[src/rtl/uart_rx_deframer.sv]
`timescale 1ns/1ps
// uart_rx_deframer: 16x-oversampled UART receiver (7/8 data bits, optional parity, one stop
// bit) feeding a single-entry holding register with parity, framing and overflow status.
module uart_rx_deframer #(
    parameter bit MAJORITY_EN = 1'b1
) (
    input  logic       clk,
    input  logic       aresetn,
    input  logic       baud_clock,
    input  logic       rx,
    input  logic       bit8,
    input  logic       parity_en,
    input  logic       odd_n_even,
    input  logic       read_rx_byte,
    output logic [7:0] rx_byte,
    output logic       rx_data_ready,
    output logic       parity_err,
    output logic       framing_err,
    output logic       overflow,
    output logic [2:0] dbg_state
);

    typedef enum logic [2:0] {
        S_IDLE      = 3'd0,
        S_START     = 3'd1,
        S_DATA      = 3'd2,
        S_PARITY    = 3'd3,
        S_STOP      = 3'd4,
        S_WAIT_HIGH = 3'd5
    } state_t;

    localparam logic [3:0] DEC_IDX = MAJORITY_EN ? 4'd9 : 4'd8;

    state_t     state, state_nxt;
    logic       rx_meta, rx_s;
    logic [3:0] os_cnt, tick_idx;
    logic       s7, s8;
    logic       dec_tick, wrap_tick, bit_val;
    logic [3:0] bit_cnt, nbits;
    logic [7:0] shreg;
    logic       par_bit;
    logic       cfg_bit8, cfg_par_en, cfg_odd;
    logic       start_det, shift_en, par_ld, stop_dec;
    logic [7:0] data_byte;
    logic       frame_perr;
    logic       done_q, done_perr, done_ferr;
    logic [7:0] done_byte;

    assign dbg_state = state;

    always_ff @(posedge clk or negedge aresetn) begin
        if (!aresetn) begin
            rx_meta <= 1'b1;
            rx_s    <= 1'b1;
        end else begin
            rx_meta <= rx;
            rx_s    <= rx_meta;
        end
    end

    // os_cnt holds the index of the most recent tick; the start-detect tick is index 0.
    assign tick_idx  = os_cnt + 4'd1;
    assign dec_tick  = baud_clock && (tick_idx == DEC_IDX);
    assign wrap_tick = baud_clock && (tick_idx == 4'd0);
    assign bit_val   = MAJORITY_EN ? ((s7 & s8) | (s7 & rx_s) | (s8 & rx_s)) : rx_s;
    assign nbits     = cfg_bit8 ? 4'd8 : 4'd7;

    always_ff @(posedge clk or negedge aresetn) begin
        if (!aresetn) state <= S_IDLE;
        else          state <= state_nxt;
    end

    always_comb begin
        state_nxt = state;
        start_det = 1'b0;
        shift_en  = 1'b0;
        par_ld    = 1'b0;
        stop_dec  = 1'b0;
        case (state)
            S_IDLE: begin
                if (baud_clock && !rx_s) begin
                    state_nxt = S_START;
                    start_det = 1'b1;
                end
            end
            S_START: begin
                if (dec_tick && bit_val) state_nxt = S_IDLE;
                else if (wrap_tick)      state_nxt = S_DATA;
            end
            S_DATA: begin
                shift_en = dec_tick;
                if (wrap_tick && (bit_cnt == nbits))
                    state_nxt = cfg_par_en ? S_PARITY : S_STOP;
            end
            S_PARITY: begin
                par_ld = dec_tick;
                if (wrap_tick) state_nxt = S_STOP;
            end
            S_STOP: begin
                if (dec_tick) begin
                    stop_dec  = 1'b1;
                    state_nxt = bit_val ? S_IDLE : S_WAIT_HIGH;
                end
            end
            S_WAIT_HIGH: begin
                if (baud_clock && rx_s) state_nxt = S_IDLE;
            end
            default: state_nxt = S_IDLE;
        endcase
    end

    always_ff @(posedge clk or negedge aresetn) begin
        if (!aresetn) begin
            os_cnt     <= 4'd0;
            s7         <= 1'b1;
            s8         <= 1'b1;
            bit_cnt    <= 4'd0;
            shreg      <= 8'h00;
            par_bit    <= 1'b0;
            cfg_bit8   <= 1'b1;
            cfg_par_en <= 1'b0;
            cfg_odd    <= 1'b0;
        end else begin
            if (start_det) begin
                os_cnt     <= 4'd0;
                bit_cnt    <= 4'd0;
                cfg_bit8   <= bit8;
                cfg_par_en <= parity_en;
                cfg_odd    <= odd_n_even;
            end else if (baud_clock && state != S_IDLE) begin
                os_cnt <= tick_idx;
            end
            if (baud_clock && tick_idx == 4'd7) s7 <= rx_s;
            if (baud_clock && tick_idx == 4'd8) s8 <= rx_s;
            if (shift_en) begin
                shreg   <= {bit_val, shreg[7:1]};
                bit_cnt <= bit_cnt + 4'd1;
            end
            if (par_ld) par_bit <= bit_val;
        end
    end

    // Seven shifts leave the first bit in shreg[1], so realign 7-bit frames.
    assign data_byte  = cfg_bit8 ? shreg : {1'b0, shreg[7:1]};
    assign frame_perr = cfg_par_en & ((^data_byte ^ par_bit) != cfg_odd);

    always_ff @(posedge clk or negedge aresetn) begin
        if (!aresetn) begin
            done_q    <= 1'b0;
            done_byte <= 8'h00;
            done_perr <= 1'b0;
            done_ferr <= 1'b0;
        end else begin
            done_q <= stop_dec;
            if (stop_dec) begin
                done_byte <= data_byte;
                done_perr <= frame_perr;
                done_ferr <= ~bit_val;
            end
        end
    end

    // Handshake: rx_data_ready is the valid flag of the holding register; a one-cycle
    // read_rx_byte consumes it. A completing frame loads only if the register is empty or
    // is being read in that same cycle; otherwise it is dropped and overflow latches.
    always_ff @(posedge clk or negedge aresetn) begin
        if (!aresetn) begin
            rx_byte       <= 8'h00;
            rx_data_ready <= 1'b0;
            parity_err    <= 1'b0;
            framing_err   <= 1'b0;
            overflow      <= 1'b0;
        end else if (done_q) begin
            if (!rx_data_ready || read_rx_byte) begin
                rx_byte       <= done_byte;
                parity_err    <= done_perr;
                framing_err   <= done_ferr;
                rx_data_ready <= 1'b1;
                if (read_rx_byte) overflow <= 1'b0;
            end else begin
                overflow <= 1'b1;
            end
        end else if (read_rx_byte && rx_data_ready) begin
            rx_data_ready <= 1'b0;
            overflow      <= 1'b0;
        end
    end

endmodule

[config.mk]
export PLATFORM = sky130hd
export DESIGN_NAME = uart_rx_deframer
export DESIGN_NICKNAME = d
export VERILOG_FILES = /design/src/rtl/uart_rx_deframer.sv
export SDC_FILE = /design/constraint.sdc
export NUM_CORES = 1
export LEC_CHECK = 0
export CORE_MARGIN = 5
export CORE_UTILIZATION = 60
export DETAILED_ROUTE_END_ITERATION = 16
export DONT_BUFFER_PORTS = 1
export PLACE_DENSITY = 0.76
export SLEW_MARGIN = 20
export SYNTH_ARGS = -nofsm -noshare
export SYNTH_HDL_FRONTEND = slang
export SYNTH_SLANG_ARGS = --single-unit
[constraint.sdc]
create_clock -name clk -period 6.35 [get_ports clk]
set_clock_uncertainty 0.05 [all_clocks]
set_input_delay 0.9525 -clock clk [delete_from_list [all_inputs] [get_ports clk]]
set_output_delay 0.9525 -clock clk [all_outputs]
set_load 0.01 [all_outputs]
* After elaboration in Yosys (flattened, before gate mapping)
Cells that the tools add are included.
Word-level totals: flip-flop bits (word level) 50, latch bits 0, RAM bits 0, memory bits (read-only) 0, input bits 8, output and inout port bits 15, word-level logic and storage cells 101, memories 0
Cells by class: $add $sub $neg 2, multipliers 0, divide/modulo/power cells 0, magnitude comparators 0, equal/unequal tests 18, shifts and indexed selects 0, mux-type cells 28, bitwise operators 8, reductions and logical operators 24
Operator list (count):
- $mux 3 | 9
- $mux 4 | 5
- $pmux 3 s6 | 1
- $mux 1 | 12
- $logic_and 1x1->1 | 10
- $ne 2x2->1 const B | 5
- $add 4x1->4 const B | 2
- $eq 4x4->1 const B | 2
- $mux 8 | 1
- $reduce_xor 8->1 | 1
- $eq 3x2->1 const B | 2
- $eq 3x3->1 const B | 2
- $ne 3x3->1 const B | 2
- $reduce_and 2->1 | 3
- $reduce_and 6->1 | 1
- $reduce_bool 2->1 | 3
- $and 1x1->1 | 4
- $eq 4x3->1 const B | 1
- $eq 4x4->1 | 1
- $logic_not 4->1 | 1
- $eq 3x1->1 const B | 1
- $logic_not 3->1 | 1
- $reduce_bool 3->1 | 1
- $logic_not 1->1 | 2
- 6 further kinds | 7

* Logic depth before layout (Yosys ltp)
depth after elaboration 6, mapped depth 7, depth with buffers taken out 6

* Worst setup path before layout
Ideal clock, no wire load.
kind input to register, start point input baud_clock, end point register state[2] (netlist: dbg_state[2]), library setup time 0.125 ns, arrival 2.200 ns, data required time 6.175 ns, setup slack 3.975 ns, stages on the path 6, buffers on the path 1, cell sequence buf_2 -> nor3b_1 -> a211oi_1 -> a211oi_1 -> a2bb2oi_2 -> mux2_4
Between the ends: word-level cells in the longest chain between the ends 4, elaborated cells between the ends (all ways) 15, classes of those cells eq/ne: 6; mux: 2; reduce/logical: 7
Ends and longest elaborated chain:
- start: declaration | RTL line 9 | input logic baud_clock,
- $logic_and 1x1->1, on equally long branches | RTL line 63, 64
- $logic_and 1x1->1, on equally long branches | RTL line 87, 92
- $ne 3x3->1 (no line), or another cell as far along
- $reduce_and 6->1 (no line) or $pmux 3 s6 (tied branches)
- end signal: assignment | RTL line 70 | else state <= state_nxt;
- end: declaration | RTL line 34 | state_t state, state_nxt;
Parallel ways exist; a longest one is shown, timed or not. A chain may end at the register's enable or synchronous reset.

* Worst setup path after layout
start point register os_cnt[0], end point register done_perr
Between the ends: word-level cells in the longest chain between the ends 5
Ends and longest elaborated chain:
- start: declaration | RTL line 36 | logic [3:0] os_cnt, tick_idx;
- start signal: assignment | RTL line 131 | os_cnt <= tick_idx;
- $add 4x1->4 | RTL line 62 | assign tick_idx = os_cnt + 4'd1;
- $eq 4x4->1 | RTL line 63 | assign dec_tick = baud_clock && (tick_idx == DEC_IDX);
- $logic_and 1x1->1 | RTL line 63
- $mux 1 | RTL line 100 | if (dec_tick) begin
- $mux 1 | RTL line 79 | case (state)
- end signal: assignment | RTL line 157 | done_perr <= frame_perr;
- end: declaration | RTL line 46 | logic done_q, done_perr, done_ferr;
No other way between the ends.

==> metrics.log <==
INFO  metric run_status = complete, no violations
INFO  metric grt_max_degree = 51
INFO  metric synth.lib_cells_used.distinct = between 40 and 50
INFO  metric worst_ep_required_time = ~6.5 ns
INFO  metric synth-warning-count = 0
INFO  metric final_net_count = around 220
INFO  metric dieWidth = around 74 um
INFO  metric drive_gt1_share = around 20%
INFO  metric finalCritPeriodShare = between 30% and 40%
INFO  metric clock_insertion_delay_worst_skew = about 0.31 ns
INFO  metric power = around 900 uW
INFO  metric drt_wl_total = approximately 4200 um
INFO  metric drc = 0
INFO  metric crit-reg2reg-launch = os_cnt[0]$_DFFE_PN0P_
INFO  metric gr-total-overflow = 0
INFO  metric dp_worst_setup_slack = about 4 ns
INFO  metric timing.setup.critical_path_class = flop to flop
INFO  metric rsz0062_at_grt = false
INFO  metric max_cap_viol_count = 0
INFO  metric post_cts_resized = 0
INFO  metric std_cell_rows = 23
INFO  metric slew_headroom = a little under half
INFO  metric hold_class = primary input to asynchronous set/reset pin
INFO  metric worst_r2r_path_depth = 6
INFO  metric final.hold.worst_slack = about 0.28 ns
INFO  metric antenna_left = 0
INFO  metric final_critical_path_setup_slack = just over 4 ns
INFO  metric detailed_route_via_count = ~1,500
INFO  metric finalHoldViolCount = 0
INFO  metric numCtsBuffers = 5
INFO  metric cts_tree = done
INFO  metric finalSetupViolCount = 0
INFO  metric core-area = approximately 0.004 mm2
INFO  metric buffers_from_clock_root_to_sink_at_most = 2
INFO  metric comb_power_share = about 28%
INFO  metric insertedDiodeCount = 0
INFO  metric ctsRootBufferMaster = sky130_fd_sc_hd__clkbuf_8
INFO  metric timing.critical_path.from_type = flop
INFO  metric max_stage_delay = 0.67 ns
INFO  metric fillCellCount = slightly above 300
INFO  metric fmax = about 440 MHz
INFO  metric synth.cell_area = ~0.0025 mm2
INFO  metric num_io_pins = 23
INFO  metric psw = a little over 300 uW
INFO  metric cts.hold.buffers_added = 0
INFO  metric slowest_stage = sky130_fd_sc_hd__or3_1
INFO  metric syn_to_final_growth = 5.10%
INFO  metric cts_max_level = 2
INFO  metric regToRegSetupSlack = slightly above 4 ns
INFO  metric worst_slew_pin_slew = between 0.8 and 0.9 ns
INFO  metric worstReg2RegEnd = done_perr$_DFFE_PN0P_
INFO  metric switching_share = between 30% and 40%
INFO  metric start_util = about three fifths
INFO  metric drt-wirelength-per-cell = approximately 16 um
INFO  metric cellLeakagePower = ~1.2 nW
INFO  metric grt_pass1_wl = just over 7000 um
INFO  metric critical_path_peak_fanout = 21
INFO  metric finalCriticalPeriod = approximately 2.3 ns
INFO  metric pwr-share-clk = a little under a quarter
INFO  metric globalplace.congestion = ~0.9
INFO  metric vias_per_cell = roughly 5.8
INFO  metric worst_ep_arrival_time = 2.43 ns
INFO  metric number_of_antenna_violations_at_the_first_check_in_global_routing = 0
INFO  metric grt_pass1_vias = around 1,500
INFO  metric clk_transition_reported_paths = around 0.09 ns
INFO  metric cellInternalPower = around 600 uW
INFO  metric setup_total_negative_slack = 0 ns
INFO  metric post-cts-setup-buffers = 0
INFO  metric path_cells = ha_1, xnor2_2, nand3_1, or3_1, nand2_1, o21ai_1
INFO  metric slew_violations = 0
INFO  metric synthesis.area_per_instance = roughly 12 um2
INFO  metric critical_path.endpoint_type = flop
INFO  metric hpwlAfterDp = between 2000 and 3000 um
INFO  metric synthesis.nets = 223
INFO  metric globalRouteTotalUtil = between 10% and 20%
INFO  metric synthesis.instances = 210
INFO  metric power-per-cell-area = 355 mW/mm2
INFO  metric path_delay_family = simple AND/OR/NAND/NOR gates
INFO  metric die_h = 74.3 um
INFO  metric port-buffer-count = 0
INFO  metric synth.yosys.seq_area_share = around half
INFO  metric first_iter_violations = 43
INFO  metric die_area = approximately 0.0055 mm2
INFO  metric synth-seq-cells = 50
INFO  metric sequentialPowerShare = 48.2%
INFO  metric cp.buffers_inverters = 0
INFO  metric clkSinkCount = 50
INFO  metric power.ir.vdd_worst = 0.215 mV
INFO  metric first_pass_iters = 4
-- how the worst max path moves through the flow --
stage	from	endpoint	slack, ns	cells past startpoint
floorplan	baud_clock	dbg_state[2]$_DFFE_PN0P_	3.97	6
finish	os_cnt[0]$_DFFE_PN0P_	done_perr$_DFFE_PN0P_	4.05	6
CTS	os_cnt[0]$_DFFE_PN0P_	done_byte[1]$_DFFE_PN0P_	4.05	6
global route	os_cnt[0]$_DFFE_PN0P_	done_perr$_DFFE_PN0P_	3.86	6
detailed placement	baud_clock	dbg_state[2]$_DFFE_PN0P_	4.00	5
global placement	baud_clock	dbg_state[2]$_DFFE_PN0P_	4.08	5
-- synthesized netlist by cell type, drive strengths merged --
cell / number / area share (%)
o32ai: 1 / 0.66
buf: 8 / 1.9
nor2: 8 / 1.2
dfrtp: 45 / 45
ha: 5 / 2.5
mux2i: 9 / 3.6
xnor3: 2 / 1.8
or3: 2 / 0.50
nand2: 22 / 3.3
a31oi: 1 / 0.25
a31o: 2 / 0.71
o21bai: 1 / 0.30
a21bo: 1 / 0.40
mux2: 25 / 12
dfstp: 5 / 5.3
inv: 8 / 1.2
and3: 1 / 0.25
nor4b: 1 / 0.35
a311o: 1 / 0.40
a22o: 1 / 0.35
nand4: 1 / 0.25
xnor2: 5 / 2.4
o21ai: 17 / 3.4
a221oi: 1 / 0.35
nand3: 9 / 2.2
nor3b: 1 / 0.30
nand2b: 7 / 1.8
a32oi: 1 / 0.35
nor2b: 1 / 0.25
a211oi: 2 / 0.61
a21oi: 2 / 0.40
xor2: 4 / 1.4
a211o: 1 / 0.35
maj3: 1 / 0.40
nand3b: 1 / 0.30
o22ai: 1 / 0.25
or2: 1 / 0.25
o31ai: 1 / 0.30
a2bb2oi: 1 / 0.61
nor4: 1 / 0.86
nor3: 2 / 0.40
-- worst register-to-register path, stage by stage, from the launching register on --
cell	delay [ns]
sky130_fd_sc_hd__dfrtp_1	0.46
sky130_fd_sc_hd__ha_1	0.29
sky130_fd_sc_hd__xnor2_2	0.25
sky130_fd_sc_hd__nand3_1	0.20
sky130_fd_sc_hd__or3_1	0.67
sky130_fd_sc_hd__nand2_1	0.18
sky130_fd_sc_hd__o21ai_1	0.07
-- flip-flops by register name, summed over array words and instances (netlist names), 3 cells and up --
register	cells
done_byte	8
os_cnt	4
bit_cnt	4
dbg_state	3
shreg	8
rx_byte	8
-- layout by cell type (no fill, tap or decap), types with 2 or more instances in the layout --
master	count
sky130_fd_sc_hd__o21ai_1	11
sky130_fd_sc_hd__xor2_1	4
sky130_fd_sc_hd__clkbuf_8	5
sky130_fd_sc_hd__a211oi_1	2
sky130_fd_sc_hd__nor3_1	2
sky130_fd_sc_hd__ha_1	5
sky130_fd_sc_hd__mux2_2	17
sky130_fd_sc_hd__o21ai_0	6
sky130_fd_sc_hd__a31o_1	2
sky130_fd_sc_hd__mux2i_1	9
sky130_fd_sc_hd__dfstp_2	5
sky130_fd_sc_hd__mux2_4	4
sky130_fd_sc_hd__nand2b_1	7
sky130_fd_sc_hd__a21oi_1	2
sky130_fd_sc_hd__nor2_1	8
sky130_fd_sc_hd__mux2_1	4
sky130_fd_sc_hd__dfrtp_1	45
sky130_fd_sc_hd__nand3_2	2
sky130_fd_sc_hd__or3_1	2
sky130_fd_sc_hd__xnor3_1	2
sky130_fd_sc_hd__nand2_1	22
sky130_fd_sc_hd__nand3_1	7
sky130_fd_sc_hd__xnor2_2	2
sky130_fd_sc_hd__inv_1	7
sky130_fd_sc_hd__xnor2_1	3
-- power by group through the flow --
| stage | registers [mW] | logic (mW) | clock network, mW |
|---|---|---|---|
| 2_1_floorplan | 0.409 | 0.249 | 0 |
| 3_3_place_gp | 0.444 | 0.242 | 0 |
| 3_5_place_dp | 0.450 | 0.256 | 0 |
| 4_1_cts | 0.444 | 0.257 | 0.227 |
| 5_1_grt | 0.453 | 0.288 | 0.240 |
| 6_report | 0.445 | 0.257 | 0.222 |
-- area by class of cell --
type,count,area [um2],area share [%]
flip-flops and latches,50,1260,48.3
multi-input cells,144,1140,43.9
clock buffers,6,72.6,2.79
well taps,50,62.6,2.40
clock inverters,2,37.5,1.44
inverters,8,30.0,1.15
-- through the flow --
step / util, % / instance area, um2 / instances
final: 65.1 / 2600 / 260
after global routing: 65.1 / 2600 / 260
after CTS: 65.1 / 2600 / 260
after detailed placement: 62.3 / 2490 / 252
after global placement: 62.3 / 2490 / 252
after floorplan: - / 2480 / 210
-- logic make-up after synthesis --
| logic type | synth area share, % |
|---|---|
| AO/OA/AOI/OAI | 9.75 |
| XOR/XNOR | 5.61 |
| adder cells (fa/ha/maj) | 2.93 |
| buffers and inverters | 3.08 |
| flip-flops | 50.8 |
| multiplexers | 15.6 |
| AND/OR/NAND/NOR | 12.3 |
-- routing by layer --
layer,share of wire [%],GRT usage [%]
met1,45,21.7
met2,47,27.3
met3,5.2,4.86
met4,1.9,7.31
met5,0,0
Power figures use the tool's default switching activity.
